[src/rtl/led_shift_driver_pkg.sv]
// Shared state encoding and counter-width helpers for the daisy-chained
// shift-register LED driver.
package led_drv_pkg;

   typedef enum logic [1:0] {
      IDLE     = 2'd0,
      SHIFT_LO = 2'd1,
      SHIFT_HI = 2'd2,
      LATCH    = 2'd3
   } led_state_e;

   // Phase counter must hold CLK_DIV-1; one spare bit keeps CLK_DIV=1 legal.
   function automatic int phase_cnt_w(input int clk_div);
      return $clog2(clk_div) + 32'sd1;
   endfunction

   // Bit counter must reach DATA_W itself after the last bit.
   function automatic int bit_cnt_w(input int data_w);
      return $clog2(data_w) + 32'sd1;
   endfunction

endpackage

[src/rtl/led_phase_timer.sv]
// Loadable down-counter of CLK_DIV cycles; flags the last cycle of a phase
// and the cycle before it.
module led_phase_timer
   import led_drv_pkg::*;
#(
   parameter int CLK_DIV = 1
) (
   input  logic clk,
   input  logic rst_n,
   input  logic load,
   output logic terminal,
   output logic penult
);

   localparam int              PH_W     = phase_cnt_w(CLK_DIV);
   localparam logic [PH_W-1:0] LOAD_VAL = PH_W'(CLK_DIV - 1);
   localparam logic [PH_W-1:0] PH_ZERO  = PH_W'(0);
   localparam logic [PH_W-1:0] PH_ONE   = PH_W'(1);

   logic [PH_W-1:0] count_r;
   logic            running_r;

   assign terminal = running_r && (count_r == PH_ZERO);
   assign penult   = running_r && (count_r == PH_ONE);

   // Count down from the load value; stop after the terminal cycle unless reloaded.
   always_ff @(posedge clk or negedge rst_n) begin
      if (!rst_n) begin
         count_r   <= PH_ZERO;
         running_r <= 1'b0;
      end else if (load) begin
         count_r   <= LOAD_VAL;
         running_r <= 1'b1;
      end else if (terminal) begin
         running_r <= 1'b0;
      end else if (running_r) begin
         count_r   <= count_r - PH_ONE;
      end
   end

endmodule

[src/rtl/led_shift_driver.sv]
// Serial driver for 74HC595-style LED chains: accepts a parallel frame,
// shifts it out with a divided shift clock, then pulses the storage latch.
module led_shift_driver
   import led_drv_pkg::*;
#(
   parameter int DATA_W    = 16,
   parameter int CLK_DIV   = 1,
   parameter int MSB_FIRST = 1
) (
   input  logic              i_CLK,
   input  logic              i_RESET_n,
   input  logic [DATA_W-1:0] i_Data,
   input  logic              i_Valid,
   output logic              o_Ready,
   input  logic              i_Blank,
   output logic              o_LEDData,
   output logic              o_LEDClk,
   output logic              o_LEDLatch,
   output logic              o_LEDOE_n,
   output logic              o_Done
);

   localparam int              BC_W     = bit_cnt_w(DATA_W);
   localparam logic [BC_W-1:0] LAST_BIT = BC_W'(DATA_W - 1);
   localparam logic [BC_W-1:0] BIT_ZERO = BC_W'(0);
   localparam logic [BC_W-1:0] BIT_ONE  = BC_W'(1);
   localparam bit              MSB_SEL  = (MSB_FIRST != 32'sd0);
   // With single-cycle phases the only LATCH cycle is also the final one.
   localparam logic            DONE_ON_ENTRY = (CLK_DIV == 32'sd1) ? 1'b1 : 1'b0;

   led_state_e        state_r;
   logic [DATA_W-1:0] shift_r;
   logic [DATA_W-1:0] shifted_s;
   logic [BC_W-1:0]   bit_cnt_r;
   logic              ready_r;
   logic              data_r;
   logic              led_clk_r;
   logic              latch_r;
   logic              done_r;
   logic              oe_n_r;
   logic              shown_r;
   logic              load_s;
   logic              phase_end_s;
   logic              phase_penult_s;
   logic              first_bit_s;
   logic              next_bit_s;

   led_phase_timer #(
      .CLK_DIV (CLK_DIV)
   ) u_phase_timer (
      .clk      (i_CLK),
      .rst_n    (i_RESET_n),
      .load     (load_s),
      .terminal (phase_end_s),
      .penult   (phase_penult_s)
   );

   // Shift direction: next register value and the bit presented in each LO phase.
   always_comb begin
      shifted_s   = shift_r;
      next_bit_s  = 1'b0;
      first_bit_s = 1'b0;
      if (MSB_SEL) begin
         shifted_s   = shift_r << 32'd1;
         next_bit_s  = shifted_s[DATA_W-1];
         first_bit_s = i_Data[DATA_W-1];
      end else begin
         shifted_s   = shift_r >> 32'd1;
         next_bit_s  = shifted_s[0];
         first_bit_s = i_Data[0];
      end
   end

   // Restart the phase timer on every phase entry.
   always_comb begin
      load_s = 1'b0;
      case (state_r)
         IDLE:     load_s = i_Valid;
         SHIFT_LO: load_s = phase_end_s;
         SHIFT_HI: load_s = phase_end_s;
         LATCH:    load_s = 1'b0;
         default:  load_s = 1'b0;
      endcase
   end

   // Frame FSM with registered pin outputs.
   always_ff @(posedge i_CLK or negedge i_RESET_n) begin
      if (!i_RESET_n) begin
         state_r   <= IDLE;
         shift_r   <= {DATA_W{1'b0}};
         bit_cnt_r <= BIT_ZERO;
         ready_r   <= 1'b1;
         data_r    <= 1'b0;
         led_clk_r <= 1'b0;
         latch_r   <= 1'b0;
         done_r    <= 1'b0;
         shown_r   <= 1'b0;
      end else begin
         case (state_r)
            IDLE: begin
               if (i_Valid) begin
                  shift_r   <= i_Data;
                  data_r    <= first_bit_s;
                  bit_cnt_r <= BIT_ZERO;
                  ready_r   <= 1'b0;
                  state_r   <= SHIFT_LO;
               end
            end
            SHIFT_LO: begin
               if (phase_end_s) begin
                  led_clk_r <= 1'b1;
                  state_r   <= SHIFT_HI;
               end
            end
            SHIFT_HI: begin
               if (phase_end_s) begin
                  led_clk_r <= 1'b0;
                  bit_cnt_r <= bit_cnt_r + BIT_ONE;
                  shift_r   <= shifted_s;
                  if (bit_cnt_r == LAST_BIT) begin
                     latch_r <= 1'b1;
                     done_r  <= DONE_ON_ENTRY;
                     state_r <= LATCH;
                  end else begin
                     data_r  <= next_bit_s;
                     state_r <= SHIFT_LO;
                  end
               end
            end
            LATCH: begin
               if (phase_end_s) begin
                  latch_r <= 1'b0;
                  done_r  <= 1'b0;
                  ready_r <= 1'b1;
                  shown_r <= 1'b1;
                  state_r <= IDLE;
               end else begin
                  done_r  <= phase_penult_s;
               end
            end
            default: begin
               led_clk_r <= 1'b0;
               latch_r   <= 1'b0;
               done_r    <= 1'b0;
               ready_r   <= 1'b1;
               state_r   <= IDLE;
            end
         endcase
      end
   end

   // Output enable stays off until a full frame has been latched into the chain.
   always_ff @(posedge i_CLK or negedge i_RESET_n) begin
      if (!i_RESET_n) begin
         oe_n_r <= 1'b1;
      end else if (shown_r) begin
         oe_n_r <= i_Blank;
      end else begin
         oe_n_r <= 1'b1;
      end
   end

   assign o_Ready    = ready_r;
   assign o_LEDData  = data_r;
   assign o_LEDClk   = led_clk_r;
   assign o_LEDLatch = latch_r;
   assign o_LEDOE_n  = oe_n_r;
   assign o_Done     = done_r;

endmodule

[config.mk]
export PLATFORM = sky130hd
export DESIGN_NAME = led_shift_driver
export DESIGN_NICKNAME = d
export VERILOG_FILES = /design/src/rtl/led_shift_driver_pkg.sv /design/src/rtl/led_phase_timer.sv /design/src/rtl/led_shift_driver.sv
export SDC_FILE = /design/constraint.sdc
export NUM_CORES = 1
export LEC_CHECK = 0
export CORE_UTILIZATION = 46
export DETAILED_ROUTE_END_ITERATION = 10
export PLACE_DENSITY_LB_ADDON = 0.25
export RECOVER_POWER = 50
export SYNTH_ARGS = -nofsm -noshare
export SYNTH_HDL_FRONTEND = slang
export SYNTH_SLANG_ARGS = --single-unit
[constraint.sdc]
create_clock -name i_CLK -period 1.7 [get_ports i_CLK]
set_input_delay 0.51 -clock i_CLK [delete_from_list [all_inputs] [get_ports i_CLK]]
set_output_delay 0.51 -clock i_CLK [all_outputs]
set_load 0.005 [all_outputs]
== Word level (Yosys, flattened, before mapping) ==
Index checks and enable logic that the tools add are counted.

* Flip-flop bits (word level): 31
* Input bits: 20
* Logic and storage cells: 77

* Add/sub/neg operators: 2
* Eq/ne operators: 11
* Muxes and demuxes: 32
* Bitwise operators: 1
* Reduce and logical (&&, ||, !) cells: 19

{| class="wikitable"
|+ Operator list
! operator !! count
|-
| 15-bit 2-to-1 mux || 2
|-
| 15-bit one-hot mux with 2 select lines || 1
|-
| 1-bit 2-to-1 mux || 14
|-
| 2-bit inequality test (second input constant) || 7
|-
| 3-bit AND reduction || 4
|-
| 4-bit AND reduction || 3
|-
| 2-bit nonzero test || 6
|-
| 2-bit 2-to-1 mux || 5
|-
| 5-bit 2-to-1 mux || 2
|-
| 1-bit one-hot mux with 2 select lines || 5
|-
| 5-bit one-hot mux with 2 select lines || 1
|-
| 2-bit one-hot mux with 4 select lines || 1
|-
| 5-bit by 1-bit adder with 5-bit output (second input constant) || 1
|-
| 5-bit by 4-bit == test with 1-bit output (second input constant) || 1
|-
| 2-bit == test (second input constant) || 2
|-
| 2-bit AND reduction || 2
|-
| 1-bit one-hot mux with 3 select lines || 1
|-
| 2-bit by 1-bit == test with 1-bit output (second input constant) || 1
|-
| 1-bit logical AND || 2
|-
| 2-bit zero test || 1
|-
| 2-bit OR reduction || 1
|-
| 1-bit NOT || 1
|-
| 1-bit subtractor (second input constant) || 1
|}

== Logic depth before layout (Yosys ltp) ==
Gate-level depths: netlist (run 1).

* Word-level depth: 5
* Gate-level depth with buffers: 8
* Depth with buffers taken out: 6

== Hierarchy ==
Synthesis (run 1) repeated with hierarchy kept, for this count alone.

* Cells, all modules: 142
* Area, all modules: 1,690.4 µm²

{| class="wikitable"
|+ Modules (own cells, without submodules)
! module !! instances !! cells an instance !! area an instance (µm²) !! seq. area each (µm²)
|-
| led_shift_driver || 1 || 136 || 1,602.8 || 728.2
|-
| led_phase_timer || 1 || 6 || 87.6 || 50.0
|}

== Worst setup path before layout (run 1) ==
OpenSTA, ideal clock, no wires.

* Path kind: reg-to-reg
* Start point: register state_r[0]
* End point: register bit_cnt_r[2]
* Setup time: 0.066 ns
* Arrival time: 1.708 ns
* Path slack: -0.074 ns
* Stages on the path, launching flop included: 8
* Clock period less this slack: 1.774 ns
* Cell sequence: dfrtp_1 inv_1 ha_1 buf_4 nor2_1 a211o_1 or4_1 nand2_1

* Longest elaborated chain between the ends: 3

{| class="wikitable"
|+ RTL lines
! element !! RTL line !! RTL
|-
| start: declaration || led_shift_driver.sv:31 || <nowiki>led_state_e state_r;</nowiki>
|-
| start signal: assignment || led_shift_driver.sv:89 || <nowiki>state_r <= IDLE;</nowiki>
|-
| start signal: assignment || led_shift_driver.sv:106 || <nowiki>state_r <= SHIFT_LO;</nowiki>
|-
| start signal: assignment || led_shift_driver.sv:112 || <nowiki>state_r <= SHIFT_HI;</nowiki>
|-
| 2-bit == test / 2-bit zero test (equally long branches) || led_shift_driver.sv:99 || <nowiki>case (state_r)</nowiki>
|-
| 2-bit inequality test (no source line) / 2-bit nonzero test (equally long branches) || - ||
|-
| 3-bit AND reduction (no source line) || - ||
|-
| end signal: assignment || led_shift_driver.sv:118 || <nowiki>bit_cnt_r <= bit_cnt_r + BIT_ONE;</nowiki>
|-
| end: declaration || led_shift_driver.sv:34 || <nowiki>logic [BC_W-1:0] bit_cnt_r;</nowiki>
|}

Several ways; a longest one is shown, not always the timed one.
A chain may end at the register's enable or synchronous reset.

== Worst setup path in the final report (run 1) ==
* Start point: input i_Valid
* End point: register bit_cnt_r[2]

* Longest elaborated chain between the ends: 2

{| class="wikitable"
|+ RTL lines
! element !! RTL line !! RTL
|-
| start: declaration || led_shift_driver.sv:13 || <nowiki>input logic i_Valid,</nowiki>
|-
| 2-bit inequality test (no source line) || - ||
|-
| 3-bit AND reduction (no source line) || - ||
|}

Every way passes these cells.

==> reports/results.ini, run 1 <==
[worst_hold_path]
min_from=shown_r
hold-path-endpoint=o_LEDOE_n
whs_path_depth=1
hold_path_class=reg -> reg

[logic_synthesis]
synth_edf_count=0
synth_common_cells=dfrtp_1, o21ai_0, nand2_1
ys.flop_type=dfrtp_1
synthCells=164
ys_seq_elements=31
yosys.area.top_type=dfrtp_1
synth.net_count=191
seq_area_frac_synth_pct=48.90
ys_types=31
yosysMostFrequentCell=dfrtp_1
ys_warn_count=0
synthTopCellsByArea=dfrtp_1, mux2i_1, o21ai_0
syn_avg_cell_area_um2=9.704
synth_top_area_share_pct=45.60
netlist_area_mm2=0.001592
async_flop_share_pct=100.0

[clocking]
clk_latency_ps=330
htree_levels=2
clkSlewWorstSetupHoldPaths_ps=100
clk_path_buf_depth=2
cts.sinks=31
cts_tree=built
cts_buffers=5
cts_root_buf=clkbuf_4

[cells_and_area]
layout.cells.non_filler=252
insertedDiodeCount=0
n_fill_cell=273
syn_to_final_growth_pct=31.76
finalNetCount=234
drive_above_1_share_pct=17.31
fin_util_pct=65.98

[floorplan]
die_y_um=60.82
boundaryPins=26
rows=20
dieWidth_um=60.82
initial_core_util_pct=50.08
die-area_mm2=0.003699
core_area_mm2=0.003178

[critical_path]
path_cells=clkdlybuf4s50_1 -> nor2b_4 -> a211o_1 -> or4_4 -> nand2_2
reg2reg_from=state_r[1]
cp.arrival_ps=1930
worstSetupEndpointType=flop
path_delay_family=simple AND/OR/NAND/NOR gates
max_stage_delay_ps=530
path_buf_inv=1
slowest_stage=clkdlybuf4s50_1
r2r-end=bit_cnt_r[2]
r2r_slack_ps=50
crit_fanout=4
r2r_cells=6
critPathRequiredTime_ps=1980
cp.depth=5
start_kind=input pin
critPathKind=in -> reg

[timing]
min_period_ps=1651
finClkSkew_ps=10.88
setup_tns_ps=0
setup_viol=0
hold-worst-slack_ps=436.0
slew_headroom_pct=50.67
clock.fmax_mhz=605.7
worst_pin_slew_ps=740.0
grt_setup_unrepaired=true
finalCritPeriodShare_pct=97.12
hold_violations=0
slew_violations=0

[place]
portBuffers=25
dpl.hpwl_um=2527
finalWeightedCongestion=0.7631
dpl.cell_count=240

[power_and_ir_drop]
total_power_mw=3.533
power-per-cell-area_mw_per_mm2=1685
leakage_nw=0.9450
ir_drop_v=0.0008443

[grt]
grt_pass1_wl_um=5775
overflow=0
grt_pass1_vias=1358
track_usage_pct=21.74
grt_max_degree=32
grt_antenna_before_repair=0

[route]
ant_nets=0
vias_per_cell=5.437
routed_wl_um=3507
wl_per_cell_um=13.92
first_pass_iters=4
drc=0
route.vias.total=1370
drtIter0Drc=42

[job]
max-cap-violations=0

[status]
status=completed

==> per-layer routing <==
layer | global-route usage (%) | share of wire, % | vias to the layer above
met5 | 0 | 0 | -
met1 | 25.07 | 44 | 661
met3 | 6.183 | 3.7 | 10
li1 | - | - | 662
met2 | 36.89 | 50 | 37
met4 | 11.04 | 2.3 | 0
==> worst max path at each step <==
| stage | start | endpoint |
|---|---|---|
| after floorplan | state_r[1] | bit_cnt_r[2] |
| after global placement | i_Valid | bit_cnt_r[2] |
| after detailed placement | i_Valid | bit_cnt_r[2] |
| after CTS | o_LEDData | o_LEDData |
| after global routing | state_r[0] | bit_cnt_r[2] |
| final | i_Valid | bit_cnt_r[2] |
==> cell type report <==
class	instances	area (µm²)	area share [%]
multi-input combinational	119	793.3	37.83
sequential	31	779.5	37.17
inverter	6	22.52	1.074
clock buffer	7	55.05	2.625
clock inverter	1	5.005	0.2387
timing repair buffer	44	386.6	18.44
tap	44	55.05	2.625
==> per-stage QoR <==
stage	instance area, µm²	setup slack [ps]
floorplan	1630	-16.83
global placement	2018	-310.9
detailed placement	2018	-319.8
CTS	2103	18.37
global route	2097	-21.52
finish	2097	49.01
==> cell families after synthesis <==
family | count (synthesis) | synth area share, %
buffers and inverters | 14 | 3.852
multiplexers | 16 | 10.06
adder cells (fa/ha/maj) | 7 | 5.503
AO/OA/AOI/OAI | 48 | 17.38
flip-flops | 31 | 48.90
AND/OR/NAND/NOR | 48 | 14.31
==> timing repair <==
action / 4_1_cts / 5_1_grt
hold buffers: 0 / 0
pin swaps: 0 / 2
hold endpoints to repair: 0 / 0
gates resized for setup: 6 / 4
buffers inserted: 4 / 0
endpoints found under the setup margin: 9 / 3
==> layout by cell type (no fill, tap or decap), drive strengths merged, types with 5 or more instances in the layout <==
cell           netlist  layout
dfrtp               29      29
o21ai               26      26
buf                  5      17
ha                   7       7
a21oi                9       9
clkbuf               3       9
nand2               25      25
mux2i               16      16
clkdlybuf4s50        0      17
dlygate4sd2          0       5
inv                  6       6
==> registers in the layout (all words and copies together) (netlist names) <==
register,count
bit_cnt_r,5
o_Done,1
shift_r,15
shown_r,1
state_r,2
u_phase_timer.running_r,1
o_LEDData,1
u_phase_timer.count_r,1
o_LEDClk,1
o_LEDOE_n,1
o_LEDLatch,1
o_Ready,1
==> worst reg2reg max path: stages (launching register included) <==
cell and delay, ps:
dfrtp_2 440, inv_2 90, ha_4 160, nor2_2 50, a211o_1 310, or4_4 490
nand2_2 70
==> power by group <==
part	switching, mW	leakage, nW	total, mW	internal [mW]
logic	0.984	0.525	1.85	0.862
clock network	0.254	0.0353	0.455	0.200
registers	0.176	0.385	1.23	1.06
Power figures use the tool's default switching activity.
==> run 2: changes to the inputs <==
--- a/config.mk
+++ b/config.mk
@@ -12,3 +12,4 @@
 export SYNTH_ARGS = -nofsm -noshare
 export SYNTH_HDL_FRONTEND = slang
 export SYNTH_SLANG_ARGS = --single-unit
+export TNS_END_PERCENT = 20
==> run 2 against run 1 <==
  * Total power is 0.75% lower
  * First-iteration DRC count shrank 4.8%
  * Cell area decreased by 0.72%
  * Largest power group unchanged
  * Combinational power is 2% lower
  * Count of clock-buffer cells in the layout unchanged
  * Cell count shrank 0.40%
  * Worst setup slack worse by 41 ps
  * Non-clock buffer count fell by 1
  * Largest cell class unchanged
  * Routed wire length is 0.63% higher
==> reports/results.ini, run 2 (synthesis gave the netlist of run 1 again) <==
[critical_path]
path_cells=clkdlybuf4s50_1 -> nor2b_4 -> a211o_1 -> or4_4 -> nand2_2
cp.arrival_ps=1970
crit_fanout=4
slowest_stage=clkdlybuf4s50_1
start_kind=input pin
r2r_slack_ps=8
r2r-end=bit_cnt_r[2]
critPathRequiredTime_ps=1980
reg2reg_from=state_r[0]
critPathKind=in -> reg
max_stage_delay_ps=530
r2r_cells=6
worstSetupEndpointType=flop

[floorplan]
core_area_mm2=0.003178
initial_core_util_pct=50.08
dieWidth_um=60.82
boundaryPins=26
rows=20
die-area_mm2=0.003699
die_y_um=60.82

[route]
routed_wl_um=3529
wl_per_cell_um=14.06
drtIter0Drc=40
drc=0
route.vias.total=1364
first_pass_iters=4
vias_per_cell=5.434
ant_nets=0

[job]
max-cap-violations=0

[timing]
worst_pin_slew_ps=731.7
min_period_ps=1692
hold_violations=0
slew_violations=0
setup_viol=0
slew_headroom_pct=51.22
setup_tns_ps=0
clock.fmax_mhz=590.9
finalCritPeriodShare_pct=99.54
grt_setup_unrepaired=true
finClkSkew_ps=9.933

[grt]
grt_pass1_vias=1319
overflow=0
grt_pass1_wl_um=5651
grt_max_degree=32
grt_antenna_before_repair=0
track_usage_pct=21.24

[worst_hold_path]
hold-path-endpoint=o_LEDOE_n
whs_path_depth=1
hold_path_class=reg -> reg
min_from=shown_r

[cells_and_area]
finalNetCount=233
largestRegisters=shift_r: 15 flops, bit_cnt_r: 5 flops, state_r: 2 flops
largest_reg_flops=15
syn_to_final_growth_pct=30.82
insertedDiodeCount=0
layout_commonest_cell=dfrtp_1
final_cell_mix=dfrtp_1, o21ai_0, nand2_1
drive_above_1_share_pct=16.91
n_fill_cell=273
largest-register=shift_r

[power_and_ir_drop]
total_power_mw=3.506
power-per-cell-area_mw_per_mm2=1684
ir_drop_v=0.0008359
leakage_nw=0.9297

[place]
finalWeightedCongestion=0.7631
dpl.hpwl_um=2527
portBuffers=25

[clocking]
cts.sinks=31
htree_levels=2
clkSlewWorstSetupHoldPaths_ps=100
clk_path_buf_depth=2
ctsHoldBuffers=0
cts_tree=built
cts_root_buf=clkbuf_4
clk_latency_ps=330
cts_buffers=5

[status]
status=completed

-- run 2: changes by cell type in the layout (fill, tap and decap cells not counted), sizes merged --
cell,previous run,this run
dlymetal6s2s,1,0
buf,17,16
dlygate4sd2,5,6
-- run 2: timing repair --
action                     CTS  global route
setup buffers                1             2
pin swaps                    1             3
setup endpoints to repair    9             2
cloned                       0             0
resized for setup            7             3
-- run 2: critical path: cells and delay by family --
kind            cells  cell delay [ps]
compound gates      1              310
buf+inv             1              530
simple gates        3              620
-- run 2: power by group --
group | total (mW) | leakage (nW) | internal [mW] | switching, mW
clock network | 0.454 | 0.0353 | 0.200 | 0.253
registers | 1.24 | 0.385 | 1.06 | 0.182
logic | 1.81 | 0.510 | 0.836 | 0.977
-- run 2: how the worst max path moves through the flow --
stage | from | end | slack, ps | depth (start not counted)
2_1_floorplan | state_r[1] | bit_cnt_r[2] | -20 | 6
6_report | i_Valid | bit_cnt_r[2] | 8 | 5
5_1_grt | state_r[0] | bit_cnt_r[2] | -60 | 6
3_3_place_gp | i_Valid | bit_cnt_r[2] | -310 | 5
3_5_place_dp | i_Valid | bit_cnt_r[2] | -320 | 5
4_1_cts | state_r[1] | bit_cnt_r[2] | 30 | 6
-- run 2: cell type report --
type	instances	area [µm²]	area share [%]
clock buffers	7	55.05	2.644
clock inverters	1	5.005	0.2404
inverters	6	22.52	1.082
multi-input cells	119	793.3	38.10
flip-flops and latches	31	779.5	37.44
well taps	44	55.05	2.644
repair buffers	43	371.6	17.85
-- run 2: routing by layer --
metal | part of all wire [%] | global-route usage, % | vias to the layer above | wire [µm]
met2 | 49 | 35.48 | 39 | 1736
met4 | 2.5 | 9.740 | 0 | 88
met1 | 43 | 25.30 | 653 | 1531
li1 | - | - | 661 | -
met3 | 4.9 | 6.183 | 11 | 172
met5 | 0 | 0 | - | 0
-- run 2: metrics by stage --
step | util (%) | setup WS, ps | instances | instance area (µm²) | hold slack [ps]
5_1_grt | 65.51 | -62.21 | 251 | 2082 | 469.3
3_5_place_dp | 63.50 | -319.8 | 240 | 2018 | 408.3
3_3_place_gp | 63.50 | -310.9 | 240 | 2018 | 401.7
6_report | 65.51 | 7.758 | 251 | 2082 | 426.4
4_1_cts | 65.43 | 31.25 | 249 | 2079 | 435.1
2_1_floorplan | - | -16.83 | 164 | 1630 | 214.4
